**src/rtl/mux_pkg.sv**
```systemverilog
// mux_pkg: shared definitions for the pipelined word multiplexer tree.
//   RADIX       - fan-in of a full tree level
//   MAX_SELW    - widest select tag the control struct can carry
//   levels_f()  - number of registered levels for a given select width
//   stage_ctl_t - control word that travels with the data (valid + tag)
package mux_pkg;

  localparam int RADIX = 4;
  localparam int MAX_SELW = 32;

  // Each radix-4 level consumes two select bits; an odd leftover bit
  // becomes one final radix-2 level.
  function automatic int levels_f(input int sel_w);
    return (sel_w + 1) / 2;
  endfunction

  // The tag field is sized for the widest supported select. An instance
  // only uses the low SELW bits, and the unused upper bits stay zero.
  typedef struct packed {
    logic                valid;
    logic [MAX_SELW-1:0] sel;
  } stage_ctl_t;

endpackage

```
**src/rtl/pipe_mux_level.sv**
```systemverilog
// pipe_mux_level: one registered level of the multiplexer tree.
//   clk, reset    - clock (rising edge), asynchronous active-low reset
//   stall, flush  - freeze all registers / clear the valid bit
//   in_ctl        - valid + select tag from the previous level (or input)
//   in_words      - NIN words, word i at [i*WIDTH +: WIDTH]
//   out_ctl       - registered valid + tag
//   out_words     - NIN/RADIX_L registered surviving words
module pipe_mux_level
  import mux_pkg::*;
#(
  parameter int WIDTH   = 64,
  parameter int NIN     = 4,
  parameter int RADIX_L = RADIX,
  parameter int SELW    = 4,
  parameter int LVL     = 0
) (
  input  logic                             clk,
  input  logic                             reset,
  input  logic                             stall,
  input  logic                             flush,
  input  stage_ctl_t                       in_ctl,
  input  logic [NIN*WIDTH-1:0]             in_words,
  output stage_ctl_t                       out_ctl,
  output logic [(NIN/RADIX_L)*WIDTH-1:0]   out_words
);

  localparam int NOUT = NIN / RADIX_L;
  localparam int SB   = (RADIX_L == 4) ? 2 : 1;

  logic [SELW-1:0]       tag;
  logic [SB-1:0]         pick;
  logic                  load;
  logic [NOUT*WIDTH-1:0] next_words;
  logic                  valid_q;
  logic [SELW-1:0]       sel_q;
  logic                  unused_tag_hi;

  assign tag           = in_ctl.sel[SELW-1:0];
  assign unused_tag_hi = ^in_ctl.sel[MAX_SELW-1:SELW];
  assign pick          = tag[2*LVL +: SB];

  // Data and tag only move when a live entry arrives and the pipe advances,
  // so bubbles leave the last valid result sitting in the registers.
  assign load = in_ctl.valid & ~stall & ~flush;

  // Every output word j picks one of the RADIX_L words in its group using
  // this level's slice of the select tag.
  always_comb begin
    next_words = '0;
    for (int j = 0; j < NOUT; j++) begin
      next_words[j*WIDTH +: WIDTH] = in_words[(j*RADIX_L + int'(pick))*WIDTH +: WIDTH];
    end
  end

  // Valid bit: flush wins over stall and clears it; stall holds it;
  // otherwise it follows the incoming valid.
  always_ff @(posedge clk or negedge reset) begin
    if (!reset) begin
      valid_q <= 1'b0;
    end else if (flush) begin
      valid_q <= 1'b0;
    end else if (!stall) begin
      valid_q <= in_ctl.valid;
    end
  end

  // Surviving words and the full select tag, captured with a live entry.
  always_ff @(posedge clk or negedge reset) begin
    if (!reset) begin
      sel_q     <= '0;
      out_words <= '0;
    end else if (load) begin
      sel_q     <= tag;
      out_words <= next_words;
    end
  end

  assign out_ctl = '{valid: valid_q, sel: MAX_SELW'(sel_q)};

endmodule

```
**src/rtl/pipe_mux_tree.sv**
```systemverilog
// pipe_mux_tree: pipelined N:1 word multiplexer built from registered
// radix-4 levels (a final radix-2 level when the select width is odd).
//   clk, reset  - clock (rising edge), asynchronous active-low reset
//   in_valid    - in_data/sel are valid this cycle
//   in_data     - N words, word i at [i*WIDTH +: WIDTH]
//   sel         - index of the word to select
//   stall       - freeze every pipeline register
//   flush       - clear every in-flight valid bit (priority over stall)
//   out_valid   - out_data/out_sel carry a valid result
//   out_data    - selected word
//   out_sel     - select value that produced out_data
module pipe_mux_tree
  import mux_pkg::*;
#(
  parameter int WIDTH = 64,
  parameter int N = 16,
  localparam int SELW = $clog2(N),
  localparam int LEVELS = levels_f(SELW)
) (
  input  logic               clk,
  input  logic               reset,
  input  logic               in_valid,
  input  logic [N*WIDTH-1:0] in_data,
  input  logic [SELW-1:0]    sel,
  input  logic               stall,
  input  logic               flush,
  output logic               out_valid,
  output logic [WIDTH-1:0]   out_data,
  output logic [SELW-1:0]    out_sel
);

  stage_ctl_t head_ctl;

  assign head_ctl = '{valid: in_valid, sel: MAX_SELW'(sel)};

  for (genvar k = 0; k < LEVELS; k++) begin : g_lvl
    // Word count shrinks by 4 per level; only the last level of an
    // odd-width select is radix-2.
    localparam int NIN  = N >> (2*k);
    localparam int RAD  = ((k == LEVELS-1) && (SELW % 2 == 1)) ? 2 : RADIX;
    localparam int NOUT = NIN / RAD;

    stage_ctl_t             ctl_in;
    stage_ctl_t             ctl_out;
    logic [NIN*WIDTH-1:0]   words_in;
    logic [NOUT*WIDTH-1:0]  words_out;

    if (k == 0) begin : g_first
      assign ctl_in   = head_ctl;
      assign words_in = in_data;
    end else begin : g_next
      assign ctl_in   = g_lvl[k-1].ctl_out;
      assign words_in = g_lvl[k-1].words_out;
    end

    pipe_mux_level #(
      .WIDTH   (WIDTH),
      .NIN     (NIN),
      .RADIX_L (RAD),
      .SELW    (SELW),
      .LVL     (k)
    ) u_level (
      .clk       (clk),
      .reset     (reset),
      .stall     (stall),
      .flush     (flush),
      .in_ctl    (ctl_in),
      .in_words  (words_in),
      .out_ctl   (ctl_out),
      .out_words (words_out)
    );

    // The last level's registers drive the outputs directly, so there is
    // no combinational path from any input to any output.
    if (k == LEVELS-1) begin : g_last
      logic unused_tag_hi;
      assign unused_tag_hi = ^ctl_out.sel[MAX_SELW-1:SELW];
      assign out_valid     = ctl_out.valid;
      assign out_sel       = ctl_out.sel[SELW-1:0];
      assign out_data      = words_out;
    end
  end

endmodule

```
**config.mk**
```make
export PLATFORM = sky130hd
export DESIGN_NAME = pipe_mux_tree
export DESIGN_NICKNAME = d
export VERILOG_FILES = /design/src/rtl/mux_pkg.sv /design/src/rtl/pipe_mux_level.sv /design/src/rtl/pipe_mux_tree.sv
export SDC_FILE = /design/constraint.sdc
export NUM_CORES = 1
export LEC_CHECK = 0
export BUFFER_PORTS_ARGS = -buffer_cell sky130_fd_sc_hd__buf_2
export CORE_AREA = 2 2 431 433
export DETAILED_ROUTE_END_ITERATION = 7
export DIE_AREA = 0 0 433 435
export PLACE_DENSITY = 0.37
export SYNTH_ARGS = -nofsm -noshare
export SYNTH_HDL_FRONTEND = slang
export SYNTH_SLANG_ARGS = --single-unit
```
**constraint.sdc**
```tcl
create_clock -name clk -period 2.4 [get_ports clk]
set_clock_uncertainty 0.1 [all_clocks]
set_input_delay 0.36 -clock clk [delete_from_list [all_inputs] [get_ports clk]]
set_output_delay 0.36 -clock clk [all_outputs]
set_load 0.02 [all_outputs]
```
=== Word level (Yosys, flattened, before mapping) ===
Cells that the tools add are included.

* Shifts and indexed selects: 5
* Add/sub/neg operators: 3
* Eq/ne operators: 1
* Bitwise operators: 6
* Mux-type cells: 4

{| class="wikitable"
|+ Operator list
! operator !! number
|-
| indexed part select 1024 x 32 -> 64 bit || 3
|-
| indexed part select 1024 x 9 -> 64 bit || 1
|-
| indexed part select 256 x 9 -> 64 bit || 1
|-
| adder 4 x 2 -> 5 bit, first input constant || 2
|-
| adder 3 x 2 -> 4 bit, first input constant || 1
|-
| bitwise AND 1 bit || 4
|-
| two-way mux 1 bit || 4
|-
| != test 2 x 1 -> 1 bit, second input constant || 1
|-
| NOT 1 bit || 2
|}

* Register bits: 330
* Output and inout bits: 69
* Input bits: 1,033
* Word-level logic and storage cells: 25

=== Longest topological paths before layout ===
Gate-level depths: netlist of the first run.

* Word-level depth: 3
* Depth in mapped cells: 5
* Mapped depth without buffers: 2

=== By module ===
A second synthesis of the first run with hierarchy kept.

* Cells, all modules: 1,153
* Area, all modules: 20,698.6 µm²

{| class="wikitable"
|+ By module, submodules not included
! module !! area an instance (µm²) !! cells an instance !! instances !! sequential area each (µm²)
|-
| pipe_mux_level (g_lvl[0].u_level) || 16,372.0 || 897 || 1 || 6,531.3
|-
| pipe_mux_level (g_lvl[1].u_level) || 4,322.9 || 255 || 1 || 1,726.7
|-
| pipe_mux_tree || 3.8 || 1 || 1 || 0.0
|}

=== Least setup slack after synthesis of the first run ===
Ideal clock, no wire load.

* Path kind: in2reg
* From: in sel[1]
* To: reg g_lvl[0].u_level.out_words[233]
* Data required time: 2.175 ns
* Cell stages on the path: 5
* Buffers on the path: 3
* Setup slack: 0.589 ns
* Arrival: 1.586 ns
* Cell sequence: buf_2 -> buf_2 -> buf_1 -> mux4_2 -> mux2_2

* Longest elaborated chain between the ends: 2

{| class="wikitable"
|+ Ends and longest elaborated chain
! element !! RTL line !! source
|-
| start: declaration || pipe_mux_tree.sv:24 || <nowiki>input logic [SELW-1:0] sel,</nowiki>
|-
| adder 4 x 2 -> 5 bit || pipe_mux_level.sv:51 || <nowiki>next_words[j*WIDTH +: WIDTH] = in_words[(j*RADIX_L + int'(pick))*WIDTH +: WIDTH];</nowiki>
|-
| indexed part select 1024 x 32 -> 64 bit || pipe_mux_level.sv:51 ||
|-
| end signal: assignment || pipe_mux_level.sv:74 || <nowiki>out_words <= next_words;</nowiki>
|-
| end: declaration || pipe_mux_level.sv:24 || <nowiki>output logic [(NIN/RADIX_L)*WIDTH-1:0] out_words</nowiki>
|}

Every way passes these cells.
A chain may end at the register's enable or synchronous reset.

=== Worst setup path after layout of the first run ===
* From: in flush
* To: reg g_lvl[0].u_level.out_words[216]

* Longest elaborated chain between the ends: 2

{| class="wikitable"
|+ Ends and longest elaborated chain
! element !! RTL line !! source
|-
| start: declaration || pipe_mux_tree.sv:26 || <nowiki>input logic flush,</nowiki>
|-
| NOT 1 bit || pipe_mux_level.sv:44 || <nowiki>assign load = in_ctl.valid & ~stall & ~flush;</nowiki>
|-
| bitwise AND 1 bit || pipe_mux_level.sv:44 ||
|}

Every way passes these cells.

==> out/results.ini, run 1 <==
[run_status]
status = completed

[clock_network]
cts_max_level = 2
cts_buffers = 47
clkSinkCount = 330
tritoncts = done
clock_path_buffers = 3
clock-root-buffer = clkbuf_16
clock_latency_ns = 0.64
cts_resized = 0
post_cts_buffers = 0
clkSlewWorstSetupHoldPaths_ns = 0.06

[synthesis]
synth_seq_area_share_pct = 41.5
syn-mean-instance-area_um2 = 18.2
synth_top_area_share_pct = 41.5
yosys_warnings = 0
syn-num-nets = 2125
synth_seq_cells = 330
yosysUniqueCellTypes = 13
synth_area_leaders = dfrtp_1 (41%), mux4_2 (36%), mux2_2 (18%)
yosys.area.top_type = dfrtp_1
synthesis.instances = 1092
syn_area_um2 = 19900

[global_route]
grt_overflow = 0
grt_pass1_wl_um = 172000
grt_util_all_layers_pct = 13.7
grt_pass1_vias = 18000
antenna_found_initial = 91
grt_max_degree = 55

[floorplanning]
core_um2 = 184000
die_h_um = 435
die_w_um = 433
die-area_um2 = 188000
start_util_pct = 10.8
ioPinCount = 1102
rows = 158

[sta]
tightest_slew_ns = 0.565
setup_tns_ns = 0
drv_slew = 0
setup_viol_count_final = 0
rsz0062_at_grt = no
finalCriticalPeriod_ns = 2.12
finalHoldViolations = 0
clock.fmax_ghz = 0.471
period_share_pct = 88.4
slew_headroom_pct = 62.2

[drt]
route.detailed.drc = 0
vias = 16900
finalWirelength_um = 133000
firstDrtPassIters = 4
wire_per_inst_um = 27.4
antenna_left = 0
drt_iter0_drc = 1102
vias_per_cell = 3.50

[final_layout]
area_growth_pct = 57.9
mostFrequentLayoutCells = buf_2 (1098), dfrtp_1 (328), mux2_2 (325)
final_area_um2 = 31400
final_common_cell = buf_2
drive_gt1_share_pct = 82.8
finalNetCount = 3327

[critical_path]
slowest_stage = dlygate4sd3_1
criticalPathCategory = primary input to flip-flop
crit_required_ns = 2.80
worstPathArrival_ns = 2.53
critPathLaunchType = primary input
path_cells = dlygate4sd3_1 -> buf_2 -> nor3b_2 -> buf_4 -> mux2_2
slowest_delay_ns = 0.58
crit_fanout = 22
cp-end-kind = flip-flop

[min_path]
min_path_type = primary input to flip-flop

[pwr]
p_leak_uw = 0.0133
power_per_cell_area_nw_per_um2 = 750
vdd_drop_max_mv = 0.502

[place]
gp_congestion = 0.992
postPlaceCellArea_um2 = 29100
io_buffers = 1101
dpl.hpwl_um = 115000

[flow_run]
drv_cap = 0

## cell usage after synthesis
| cell type | number |
|---|---|
| buf_1 | 20 |
| buf_2 | 47 |
| buf_4 | 6 |
| buf_6 | 27 |
| clkbuf_1 | 8 |
| dfrtp_1 | 330 |
| mux2_2 | 325 |
| mux2_4 | 3 |
| mux2i_1 | 2 |
| mux4_2 | 320 |
| nor2_1 | 2 |
| nor3b_1 | 1 |
| nor3b_2 | 1 |
## repair_timing
item,4_1_cts,5_1_grt
hold buffers,59,0
endpoints found under the hold margin,193,0
setup endpoints to repair,0,0
## per-layer routing
layer	vias to the layer above	routed length (µm)	part of all wire [%]	global-route usage (%)
met1	8962	57300	43	18.5
met4	22	2610	2.0	2.99
li1	7026	-	-	-
met2	770	62400	47	22.0
met5	-	154	0.12	0
met3	144	10300	7.8	3.18
## worst max-delay path, delay by kind of cell
kind	cells	cell delay, ns
buffers and inverters	3	1.22
muxes	1	0.38
and+or+nand+nor	1	0.51
## metrics by stage
| step | hold WS, ns | setup WS (ns) | power (µW) | instances | util, % |
|---|---|---|---|---|---|
| finish | 0.0851 | 0.278 | 23600 | 4838 | 17.1 |
| global route | 0.0342 | 0.197 | 24900 | 4824 | 17.1 |
| CTS | 0.000220 | 0.287 | 24300 | 4810 | 17.0 |
| detailed placement | 0.231 | 0.227 | 16200 | 4666 | 15.8 |
| global placement | 0.231 | 0.231 | 16200 | 4666 | 15.8 |
| floorplan | -0.0356 | 0.589 | 11900 | 1092 | - |
## report_power, final
part	switching [µW]	internal (µW)	total, µW	leakage (µW)
logic	3510	3860	7370	0.00859
registers	1450	7160	8610	0.00393
clock network	3030	4560	7590	0.000808
## flip-flops by register name, indices dropped and copies added (netlist names)
name and cells:
g_lvl.u_level.out_words 320, g_lvl.u_level.sel_q 8, g_lvl.u_level.valid_q 2
## kinds of logic after synthesis
family	share of synthesized area (%)
flip-flops	41.5
multiplexers	54.9
AND/OR/NAND/NOR	0.138
buffers and inverters	3.46
## worst paths after layout
kind | start | endpoint | slack (ns) | cells after the start
worst max-delay path | flush | g_lvl[0].u_level.out_words[216]$_DFFE_PN0P_ | 0.28 | 5
worst min register to register | g_lvl[0].u_level.out_words[144]$_DFFE_PN0P_ | g_lvl[0].u_level.out_words[144]$_DFFE_PN0P_ | 0.40 | 1
worst max register to register | g_lvl[0].u_level.sel_q[2]$_DFFE_PN0P_ | g_lvl[1].u_level.out_words[40]$_DFFE_PN0P_ | 0.36 | 4
max in group asynchronous | reset | g_lvl[1].u_level.out_words[5]$_DFFE_PN0P_ | 1.22 | 4
worst min-delay path | in_data[438] | g_lvl[0].u_level.out_words[118]$_DFFE_PN0P_ | 0.09 | 3
min in group asynchronous | reset | g_lvl[0].u_level.out_words[125]$_DFFE_PN0P_ | 0.17 | 2
## layout make-up
type / count / area [µm²]
antenna: 28 / 70.1
clock buffer: 66 / 1340
clock inverter: 19 / 300
fill: 20300 / 153000
multi-input combinational: 654 / 11000
sequential: 330 / 8270
tap: 2480 / 3100
timing repair buffer: 1261 / 7390
No activity file was read; power rests on OpenSTA's default activity.
==> run 2, diff against run 1 <==
--- a/config.mk
+++ b/config.mk
@@ -7,9 +7,11 @@
 export LEC_CHECK = 0
 export BUFFER_PORTS_ARGS = -buffer_cell sky130_fd_sc_hd__buf_2
 export CORE_AREA = 2 2 431 433
+export CTS_BUF_LIST = sky130_fd_sc_hd__clkbuf_16
 export DETAILED_ROUTE_END_ITERATION = 7
 export DIE_AREA = 0 0 433 435
 export PLACE_DENSITY = 0.37
+export SETUP_SLACK_MARGIN = 0.1
 export SYNTH_ARGS = -nofsm -noshare
 export SYNTH_HDL_FRONTEND = slang
 export SYNTH_SLANG_ARGS = --single-unit
==> out/results.ini, run 2 (synthesized netlist as in run 1, its figures left out) <==
[min_path]
min_path_type = primary input to flip-flop
holdPathStages = 3
min_to = g_lvl[0].u_level.out_words[49]$_DFFE_PN0P_
hp-start = in_data[113]

[floorplanning]
core_um2 = 184000
rows = 158
die-area_um2 = 188000
die_h_um = 435
die_w_um = 433
ioPinCount = 1102
start_util_pct = 10.8

[place]
dpl.hpwl_um = 115000
pre_cts_slack_ns = 0.227
io_buffers = 1101
gp_congestion = 0.992

[global_route]
use_met3_pct = 3.23
grt_max_degree = 55
use_met2_pct = 22.0
grt_use_met1_pct = 18.5
grt_util_all_layers_pct = 13.7
grt_pass1_wl_um = 172000
busiest_layer = met2
grt_overflow = 0
grt_pass1_vias = 18100
antenna_found_initial = 90

[final_layout]
final_common_cell = buf_2
regArea_um2 = 8270
multi_input_area_um2 = 11000
mostFrequentLayoutCells = buf_2 (1098), dfrtp_1 (328), mux2_2 (325)
area_growth_pct = 57.4
finalNetCount = 3327
regMostFlops = g_lvl.u_level.out_words
largest_register_ffs = 320
drive_gt1_share_pct = 82.4
fillCellCount = 20300
reg.largest.list = g_lvl.u_level.out_words x320, g_lvl.u_level.sel_q x8, g_lvl.u_level.valid_q x2

[drt]
route.detailed.drc = 0
firstDrtPassIters = 4
drt_iter0_drc = 1123
wire_per_inst_um = 27.5
antenna_left = 0
finalWirelength_um = 133000
vias = 16900
vias_per_cell = 3.50

[critical_path]
criticalPathCategory = primary input to flip-flop
crit_required_ns = 2.80
cp-end-kind = flip-flop
crit_fanout = 22
r2r_slack_ns = 0.36
r2r_cells = 4
r2r_end = g_lvl[1].u_level.out_words[40]$_DFFE_PN0P_
worstReg2RegStart = g_lvl[0].u_level.sel_q[2]$_DFFE_PN0P_
worstPathArrival_ns = 2.51
critPathLaunchType = primary input

[clock_network]
cts_resized = 0
post_cts_buffers = 0
hold_buffers = 59
tritoncts = done
cts_max_level = 2
clkSlewWorstSetupHoldPaths_ns = 0.06
clock-root-buffer = clkbuf_16
clkSinkCount = 330
cts_buffers = 47
clock_path_buffers = 3
clock_latency_ns = 0.64

[pwr]
p_leak_uw = 0.0133
power_per_cell_area_nw_per_um2 = 741
vdd_drop_max_mv = 0.503

[sta]
finalHoldViolations = 0
finalCriticalPeriod_ns = 2.11
whs_ns = 0.0850
fin_ws_ns = 0.288
rsz0062_at_grt = no
tightest_slew_ns = 0.565
slew_headroom_pct = 62.2
clock.fmax_ghz = 0.473
setup_viol_count_final = 0
period_share_pct = 88.0
drv_slew = 0
setup_tns_ns = 0

[flow_run]
drv_cap = 0

[run_status]
status = completed

[run 2: cell count changes in the layout (fill, tap and decap cells not counted), sizes merged]
cell    change
inv        +10
clkinv      +9
diode       -5
clkbuf     -19
[run 2: layout make-up]
class,count,share of cell area [%]
Timing Repair Buffer,1261,23.6
Sequential cell,330,26.4
Tap cell,2480,9.90
Clock inverter,38,1.19
Antenna cell,23,0.184
Multi-Input combinational cell,654,35.0
Clock buffer,47,3.75
[run 2: worst max-delay path, stage by stage]
cell and delay, ns:
dlygate4sd3_1 0.58, buf_2 0.18, nor3b_2 0.51, buf_4 0.45, mux2_2 0.38
[run 2: through the flow]
stage	utilization (%)	total power [µW]	cell area (µm²)	instances
2_1_floorplan	-	11900	19900	1092
5_1_grt	17.0	24600	31300	4824
4_1_cts	17.0	23900	31300	4810
3_5_place_dp	15.8	16200	29100	4666
3_3_place_gp	15.8	16200	29100	4666
6_report	17.0	23200	31300	4833
[run 2: routing by layer]
metal / part of all wire (%) / vias to the layer above
li1: - / 7025
met1: 44 / 8993
met2: 47 / 743
met3: 7.2 / 151
met4: 2.2 / 22
met5: 0.12 / -
[run 2: worst max-delay path by stage]
stage                     startpoint                                          end  slack (ns)  cells past startpoint
after global routing           stall  g_lvl[0].u_level.out_words[216]$_DFFE_PN0P_        0.20                      5
after CTS                      flush  g_lvl[0].u_level.out_words[216]$_DFFE_PN0P_        0.29                      5
final                          flush  g_lvl[0].u_level.out_words[216]$_DFFE_PN0P_        0.29                      5
after floorplan               sel[1]  g_lvl[0].u_level.out_words[233]$_DFFE_PN0P_        0.59                      5
after global placement        sel[0]  g_lvl[0].u_level.out_words[211]$_DFFE_PN0P_        0.23                      5
after detailed placement      sel[0]  g_lvl[0].u_level.out_words[211]$_DFFE_PN0P_        0.23                      5
[run 2: where the power goes]
part	internal (µW)	switching, µW	total, µW
Sequential	7160	1440	8610
Combinational	3860	3510	7370
Clock	4230	3010	7240
Total	15200	7970	23200
==> run 3, diff against run 2 <==
--- a/config.mk
+++ b/config.mk
@@ -6,12 +6,13 @@
 export NUM_CORES = 1
 export LEC_CHECK = 0
 export BUFFER_PORTS_ARGS = -buffer_cell sky130_fd_sc_hd__buf_2
-export CORE_AREA = 2 2 431 433
+export CORE_AREA = 2 2 427 429
 export CTS_BUF_LIST = sky130_fd_sc_hd__clkbuf_16
 export DETAILED_ROUTE_END_ITERATION = 7
-export DIE_AREA = 0 0 433 435
-export PLACE_DENSITY = 0.37
+export DIE_AREA = 0 0 429 431
+export PLACE_DENSITY = 0.38
 export SETUP_SLACK_MARGIN = 0.1
 export SYNTH_ARGS = -nofsm -noshare
 export SYNTH_HDL_FRONTEND = slang
+export SYNTH_HIERARCHICAL = 1
 export SYNTH_SLANG_ARGS = --single-unit
==> out/results.ini, run 3 <==
[final_layout]
final_common_cell = buf_2
mostFrequentLayoutCells = buf_2 (1098), dfrtp_1 (328), mux4_2 (320)
reg.largest.list = g_lvl.u_level/out_words x320, g_lvl.u_level/sel_q x8, g_lvl.u_level/valid_q x2
final_cells = 4682
finalNetCount = 3279
regMostFlops = g_lvl.u_level/out_words
area_growth_pct = 52.5
final_area_um2 = 30900
largest_register_ffs = 320
drive_gt1_share_pct = 84.3

[critical_path]
crit_required_ns = 2.81
worstReg2RegStart = g_lvl[0].u_level/sel_q[2]$_DFFE_PN0P_
startpoint = flush
critPathLaunchType = primary input
worstPathArrival_ns = 2.49
r2r_cells = 4
path_cells = dlygate4sd3_1 -> buf_2 -> nor3b_2 -> buf_12 -> buf_4 -> mux2_2
slowest_stage = dlygate4sd3_1
crit_fanout = 19
criticalPathCategory = primary input to flip-flop
cp-end-kind = flip-flop
slowest_delay_ns = 0.61

[clock_network]
cts_buffers = 49
clkSinkCount = 330
tritoncts = done
clock-root-buffer = clkbuf_16
clkSlewWorstSetupHoldPaths_ns = 0.06
hold_buffers = 13
clock_latency_ns = 0.64
clock_path_buffers = 3
cts_resized = 0
post_cts_buffers = 0
cts_max_level = 2

[flow_run]
drv_cap = 0

[sta]
rsz0062_at_grt = no
period_share_pct = 87.0
setup_tns_ns = 0
slew_headroom_pct = 63.6
drv_slew = 0
finalCriticalPeriod_ns = 2.09
clock.fmax_ghz = 0.479
whs_ns = 0.0639
finalHoldViolations = 0
tightest_slew_ns = 0.546
setup_viol_count_final = 0

[floorplanning]
core_um2 = 180000
die-area_um2 = 185000
rows = 156
ioPinCount = 1102
start_util_pct = 11.2
die_w_um = 429
die_h_um = 431

[pwr]
vdd_drop_max_mv = 0.456
fin_total_pwr_uw = 23300
power_per_cell_area_nw_per_um2 = 755
p_leak_uw = 0.0133

[run_status]
status = completed

[synthesis]
yosys_warnings = 6
syn-mean-instance-area_um2 = 18.5
syn-num-nets = 2127
synthesis.instances = 1094
syn_area_um2 = 20300

[drt]
route.detailed.drc = 0
vias = 17300
antenna_left = 0
finalWirelength_um = 144000
vias_per_cell = 3.69
wire_per_inst_um = 30.8
firstDrtPassIters = 4
drt_iter0_drc = 1006

[global_route]
grt_pass1_vias = 18000
grt_overflow = 0
grt_util_all_layers_pct = 15.0
grt_pass1_wl_um = 184000
grt_max_degree = 63
antenna_found_initial = 153

[place]
dpl.hpwl_um = 124000
dp.cells = 4552
io_buffers = 1101
gp_congestion = 1.00
postPlaceCellArea_um2 = 29100

[min_path]
holdPathStages = 3
hp-start = in_data[640]
min_path_type = primary input to flip-flop

run 3: cell types whose count changed in the layout (fill, tap and decap cells not counted), sizes merged:
cell         change
buf              -4
bufinv           -2
clkbuf           +3
clkinv          +10
clkinvlp         +4
diode            +2
dlygate4sd3     -46
inv              -8
run 3: path summary, 6_finish.rpt:
| kind | end | slack, ns |
|---|---|---|
| max | g_lvl[0].u_level/out_words[247]$_DFFE_PN0P_ | 0.31 |
| min | g_lvl[0].u_level/out_words[128]$_DFFE_PN0P_ | 0.06 |
| max reg2reg | g_lvl[1].u_level/out_words[23]$_DFFE_PN0P_ | 0.42 |
| min reg2reg | g_lvl[0].u_level/out_words[143]$_DFFE_PN0P_ | 0.40 |
| max in group asynchronous | g_lvl[0].u_level/out_words[206]$_DFFE_PN0P_ | 1.20 |
| min in group asynchronous | g_lvl[0].u_level/out_words[249]$_DFFE_PN0P_ | 0.19 |
run 3: power breakdown:
group,switching [µW],internal (µW)
sequential,1400,7160
combinational,3430,3910
clock,3180,4250
total,8010,15300
run 3: layer usage:
layer / wire length, µm / global-route usage, %
met3: 12500 / 5.17
met4: 2480 / 2.27
met2: 67500 / 24.3
met5: 556 / 0
met1: 61000 / 19.5
run 3: worst max-delay path, delay by kind of cell:
kind	cells	cell delay, ns
mux	1	0.36
simple gates	1	0.36
buf+inv	4	1.38
run 3: cell type report:
class | count | area, µm²
diodes | 25 | 62.6
clock buffers | 50 | 1250
clock inverters | 42 | 355
fillers | 19900 | 149000
multi-input cells | 654 | 11200
flip-flops and latches | 330 | 8270
well taps | 2370 | 2970
repair buffers | 1211 | 6770
run 3: through the flow:
| stage | setup WS (ns) | util (%) |
|---|---|---|
| after floorplan | 0.613 | - |
| after global placement | 0.166 | 16.2 |
| after detailed placement | 0.164 | 16.2 |
| after CTS | 0.289 | 17.1 |
| after global routing | 0.245 | 17.1 |
| final | 0.313 | 17.2 |
